<file path="src/rtl/ring_code_decoder.sv">
// ---------------------------------------------------------------------------
// ring_code_decoder
//
// Receive-side decoder and integrity monitor for ring (one-hot) and Johnson
// counter codes. Each enabled clock it samples count_in and decodes it to a
// binary state index. It then checks that the sample is a legal code word and
// that it is the correct successor of the previous one. From this it tracks
// a lock indication and keeps a saturating count of sequence errors.
//
// Parameters
//   N        code width in bits (N >= 2)
//   JOHNSON  0 = one-hot ring code (N states), 1 = Johnson code (2N states)
//   LOCK_CNT consecutive good transitions needed to declare lock (>= 1)
//   ERR_W    width of the error counter
//
// Ports
//   clk                 rising-edge clock
//   reset_ah_in         asynchronous, active-high reset
//   sample_en_in        sample count_in on this clock
//   count_in[N-1:0]     code word from the counter
//   index_out[IW-1:0]   decoded state index (holds on an illegal sample)
//   legal_out           last sample was a legal code word
//   locked_out          tracking a correctly advancing sequence
//   step_err_pulse_out  one-cycle pulse per sequence error while locked
//   err_count_out       saturating count of sequence errors
//
// Handshake: there is no valid/ready pair. A sample is consumed on every
// rising edge where sample_en_in is high. All outputs are registered and
// reflect that sample from the following cycle onward. When sample_en_in is
// low, every output holds its value, except the error pulse, which drops low.
//
// Optional feature macro: RING_DEC_HOLD_OK_EN
//   When defined, a repeated legal code seen while tracking or locked is a
//   hold. It causes no state change, no progress toward lock and no error.
//   This tolerates a source counter that is frozen. When the macro is not
//   defined, a repeated code is treated like any other non-successor.
// ---------------------------------------------------------------------------
module ring_code_decoder #(
  parameter int N        = 10,
  parameter int JOHNSON  = 0,
  parameter int LOCK_CNT = 3,
  parameter int ERR_W    = 8,
  localparam int M       = (JOHNSON != 0) ? 2 * N : N,
  localparam int IW      = $clog2(M)
) (
  input  logic             clk,
  input  logic             reset_ah_in,
  input  logic             sample_en_in,
  input  logic [N-1:0]     count_in,
  output logic [IW-1:0]    index_out,
  output logic             legal_out,
  output logic             locked_out,
  output logic             step_err_pulse_out,
  output logic [ERR_W-1:0] err_count_out
);

  localparam int GW = $clog2(LOCK_CNT + 1);

  typedef enum logic [1:0] {
    ST_UNLOCKED = 2'd0,
    ST_TRACK    = 2'd1,
    ST_LOCKED   = 2'd2
  } state_e;

  // FSM state is kept in a named, enumerated register so that checkers can
  // bind to it by name.
  state_e           state_q, state_d;
  logic [GW-1:0]    good_q, good_d;
  logic [IW-1:0]    index_q, index_d;      // doubles as "previous index"
  logic             legal_q, legal_d;
  logic             pulse_q, pulse_d;
  logic [ERR_W-1:0] err_q, err_d;

  // Code word for state k. Ring: bit k set. Johnson: the low k bits are set
  // for k <= N. For k > N, the upper bits from position k-N upward are set.
  function automatic logic [N-1:0] code_word(input int k);
    logic [N-1:0] w;
    w = '0;
    for (int b = 0; b < N; b++) begin
      if (JOHNSON == 0)  w[b] = (b == k);
      else if (k <= N)   w[b] = (b < k);
      else               w[b] = (b >= k - N);
    end
    return w;
  endfunction

  // Decode by matching against every legal code word.
  logic          dec_legal;
  logic [IW-1:0] dec_index;

  always_comb begin
    dec_legal = 1'b0;
    dec_index = '0;
    for (int k = 0; k < M; k++) begin
      if (count_in == code_word(k)) begin
        dec_legal = 1'b1;
        dec_index = IW'(k);
      end
    end
  end

  // Expected successor of the previous index, wrapping M-1 -> 0.
  logic [IW-1:0] succ_index;
  logic          is_succ;
  logic          is_repeat;
  logic          hold_ok;

  assign succ_index = (index_q == IW'(M - 1)) ? '0 : index_q + IW'(1);
  assign is_succ    = dec_legal && (dec_index == succ_index);
  assign is_repeat  = dec_legal && (dec_index == index_q);

`ifdef RING_DEC_HOLD_OK_EN
  assign hold_ok = is_repeat;
`else
  assign hold_ok = 1'b0;
`endif

  // State register (asynchronous reset).
  always_ff @(posedge clk or posedge reset_ah_in) begin
    if (reset_ah_in) begin
      state_q <= ST_UNLOCKED;
      good_q  <= '0;
      index_q <= '0;
      legal_q <= 1'b0;
      pulse_q <= 1'b0;
      err_q   <= '0;
    end else begin
      state_q <= state_d;
      good_q  <= good_d;
      index_q <= index_d;
      legal_q <= legal_d;
      pulse_q <= pulse_d;
      err_q   <= err_d;
    end
  end

  // Next-state and datapath logic.
  always_comb begin
    state_d = state_q;
    good_d  = good_q;
    index_d = index_q;
    legal_d = legal_q;
    pulse_d = 1'b0;
    err_d   = err_q;

    if (sample_en_in) begin
      legal_d = dec_legal;
      // A legal sample always becomes the new previous index. On a hold it
      // is equal to the previous index, so the value is unchanged.
      if (dec_legal) index_d = dec_index;

      unique case (state_q)
        ST_UNLOCKED: begin
          if (dec_legal) begin
            state_d = ST_TRACK;
            good_d  = '0;
          end
        end

        ST_TRACK: begin
          if (!dec_legal) begin
            state_d = ST_UNLOCKED;
            good_d  = '0;
          end else if (is_succ) begin
            if (int'(good_q) + 1 >= LOCK_CNT) begin
              state_d = ST_LOCKED;
              good_d  = '0;
            end else begin
              good_d = good_q + GW'(1);
            end
          end else if (!hold_ok) begin
            // A legal non-successor reseeds tracking from this sample.
            good_d = '0;
          end
        end

        ST_LOCKED: begin
          if (!is_succ && !hold_ok) begin
            pulse_d = 1'b1;
            if (err_q != {ERR_W{1'b1}}) err_d = err_q + ERR_W'(1);
            good_d  = '0;
            state_d = dec_legal ? ST_TRACK : ST_UNLOCKED;
          end
        end

        default: begin
          state_d = ST_UNLOCKED;
          good_d  = '0;
        end
      endcase
    end
  end

  // Output logic.
  always_comb begin
    locked_out         = (state_q == ST_LOCKED);
    index_out          = index_q;
    legal_out          = legal_q;
    step_err_pulse_out = pulse_q;
    err_count_out      = err_q;
  end

endmodule

</file>
<file path="config.mk">
export PLATFORM = sky130hd
export DESIGN_NAME = ring_code_decoder
export DESIGN_NICKNAME = d
export VERILOG_FILES = /design/src/rtl/ring_code_decoder.sv
export SDC_FILE = /design/constraint.sdc
export NUM_CORES = 1
export LEC_CHECK = 0
export BUFFER_PORTS_ARGS = -buffer_cell sky130_fd_sc_hd__buf_2
export CORE_ASPECT_RATIO = 1.75
export CORE_MARGIN = 1
export CORE_UTILIZATION = 35
export CTS_CLUSTER_DIAMETER = 50
export CTS_CLUSTER_SIZE = 16
export DETAILED_ROUTE_END_ITERATION = 7
export GPL_TIMING_DRIVEN = 0
export SLEW_MARGIN = 5
export SYNTH_ARGS = -nofsm -noshare
export SYNTH_HDL_FRONTEND = slang
export SYNTH_SLANG_ARGS = --single-unit
</file>
<file path="constraint.sdc">
create_clock -name clk -period 7 [get_ports clk]
set_input_delay 0 -clock clk [delete_from_list [all_inputs] [get_ports clk]]
set_output_delay 0 -clock clk [all_outputs]
set_load 0.005 [all_outputs]
</file>
==> reports/metrics.cfg <==
[power_and_ir_drop]
p_sw_mw = 0.0621
power_frac_comb_pct = 15.6
p_leak_nw = 0.734
power_density_nw_per_um2 = 154
irDropWorstVdd_mv = 0.0537
internal_power_mw = 0.172
sw_frac_of_total_pct = 26.5
total_power_mw = 0.234
seqPwrFrac_pct = 47.2
clkPwrFrac_pct = 37.2

[routing]
route.met3.wl_um = 94
dr.pass1.iters = 4
drt_first_iter_violations = 8
wl_met1_mm = 1.03
via_per_inst = 5.38
wl_per_cell_um = 13.6
dr_wl_met2_mm = 1.61
ant_nets = 0
routed_wl_mm = 2.82
dr_total_vias = 1114
drc_errors = 0
top_layer = met4

[global_routing]
grt_antenna_before_repair = 0
grt_pass1_vias = 1117
grt_pass1_wl_mm = 4.70
grt_remaining_overflow = 0
grt_max_degree = 19
grt_use_total_pct = 16.8

[logic_synthesis]
syn_inst = 130
synth-edff-count = 0
synth_seq_area_share_pct = 35.6
ys_async_sr_fraction_pct = 100
yosysUniqueCellTypes = 48
synthFlopType = dfrtp_1
synth.top_cell.area_share_pct = 35.6
avgSynthCellArea_um2 = 9.72
synth_area_um2 = 1260
ys.warnings.count = 0
synth_top_area_cell = dfrtp_1
synth_seq_cells = 18
ys_top_cells_by_area = dfrtp_1, xor2_1, nand2_1
synth_nets = 144
ys_top_cells_by_count = dfrtp_1, nand2_1, xor2_1
yosysMostFrequentCell = dfrtp_1

[sta]
fin_skew_ps = 1.66
rsz0062_at_grt = false
setup_viol = 0
fin_crit_ps = 2460
worstMarginPinSlew_ps = 678
finalCritPeriodShare_pct = 35.2
setup-tns-final_ps = 0
drv_slew = 0
final_hold_viol_count = 0
fmax_ghz = 0.406
slew_headroom_pct = 54.7
final.setup.worst_slack_ps = 4540

[die]
core-area_um2 = 3400
die_h_um = 81.5
start_util_pct = 37.2
dieArea_um2 = 3860
chipWidth_um = 47.4
io_pins = 28
num_rows = 28

[worst_setup_path]
end_kind = flip-flop
crit_type = flip-flop to flip-flop
cp.arrival_ps = 2650
path_max_fanout = 8
startpoint_type = flip-flop
cp.required_ps = 7190

[layout]
nFillCells = 352
finalNonFillerCells = 207
n_antenna_cell = 0
syn2layout_area_growth_pct = 20.3
fin_area_um2 = 1520
layout.nets = 177
final_layout_size_suffix_gt1_share_pct = 30.2

[cts]
clockRootBuffer = clkbuf_8
cts_tree = built
cts.htree.levels = 1
clock_latency_ps = 260
cts_buffers = 3
path_clk_slew_ps = 70
ctsLongestPathBuffers = 2
cts_sinks = 18
post_cts_buffers = 0
post_cts_resized = 0

[placed_design]
place_congestion = 0.831
dpl.hpwl_mm = 2.28
placed_area_um2 = 1460
port_buffers = 27
dp_slack_ps = 4460
place_inst = 202

[hold_path]
holdCritPathClass = input port to flip-flop

[job]
maxCapViolations = 0

[outcome]
status = finished clean

-- layout by cell type, fill, tap and decap left out, types with 2 or more instances in the layout --
cell type,count
a21oi_1,4
and3_1,5
buf_2,27
clkbuf_1,2
clkbuf_8,4
dfrtp_1,18
inv_1,7
mux2_1,2
nand2_1,12
nand2_2,2
nand2b_1,2
nand3_1,5
nand4_1,2
nor2_1,6
nor3_1,2
nor3b_1,2
nor4_1,3
nor4_2,3
o21ai_0,6
o21bai_1,2
o22ai_1,2
xnor2_1,5
xor2_1,11
-- metal layers --
layer  up-vias  track usage, %
met1       535            16.0
met4         0            9.71
li1        540               -
met3         7            1.32
met2        32            32.2
met5         -               0
-- metrics by stage --
step                      util [%]  hold slack, ps
after floorplan                  -           -61.4
after global placement        42.8             132
after detailed placement      42.8             146
after CTS                     44.7             181
after global routing          44.7             214
final                         44.7             159
-- cells by family (layout without fill, tap and decap cells) --
logic type	after synthesis	count (layout)	synth area share, %
AOI/OAI and AO/OA	28	28	19.0
muxes	3	3	2.67
and+or+nand+nor	54	54	27.6
xor gates and xnor gates	16	16	11.1
buffers and inverters	10	42	2.97
adders and majority gates	1	1	0.990
DFF	18	18	35.6
-- path summary, 6_finish.rpt --
kind / end / slack (ps) / depth (start not counted) / from
worst max-delay path: good_q[1] / 4540 / 8 / index_out[1]
worst min-delay path: index_out[0] / 160 / 3 / sample_en_in
worst max register to register: good_q[1] / 4540 / 8 / index_out[1]
worst min register to register: err_count_out[4] / 490 / 1 / err_count_out[4]
max in group asynchronous: index_out[1] / 6190 / 3 / reset_ah_in
min in group asynchronous: step_err_pulse_out / 380 / 3 / reset_ah_in
-- sequential cells by signal, summed over array words and instances (netlist names) --
register            count
err_count_out           8
good_q                  2
index_out               4
legal_out               1
state_q                 2
step_err_pulse_out      1
-- power by group through the flow --
| stage | Clock [mW] | Combinational (mW) | Sequential, mW |
|---|---|---|---|
| after floorplan | 0 | 0.0224 | 0.112 |
| after global placement | 0 | 0.0352 | 0.112 |
| after detailed placement | 0 | 0.0367 | 0.112 |
| after CTS | 0.0892 | 0.0371 | 0.110 |
| after global routing | 0.0913 | 0.0405 | 0.111 |
| final | 0.0871 | 0.0364 | 0.110 |
-- final cells by class --
cell class | instances | area (µm²) | share of cell area, %
multi-input cells | 102 | 776 | 51.0
flip-flops and latches | 18 | 450 | 29.6
repair buffers | 28 | 145 | 9.55
well taps | 45 | 56.3 | 3.70
clock buffers | 4 | 55.1 | 3.62
inverters | 7 | 26.3 | 1.73
plain buffers | 3 | 11.3 | 0.741
-- worst max-delay path, stage by stage (launching register included) --
cell and delay (ps):
dfrtp_1 340, clkbuf_1 260, nor3b_1 240, nand4_1 130, a311oi_1 360, a311oi_2 120
or2_4 270, or4b_4 530, o22ai_1 140
-- what timing repair did --
action                     CTS  global route
hold endpoints to repair    18             0
setup endpoints to repair    0             0
hold buffers                 1             0
Note: power is estimated with default switching activity, not from simulation.
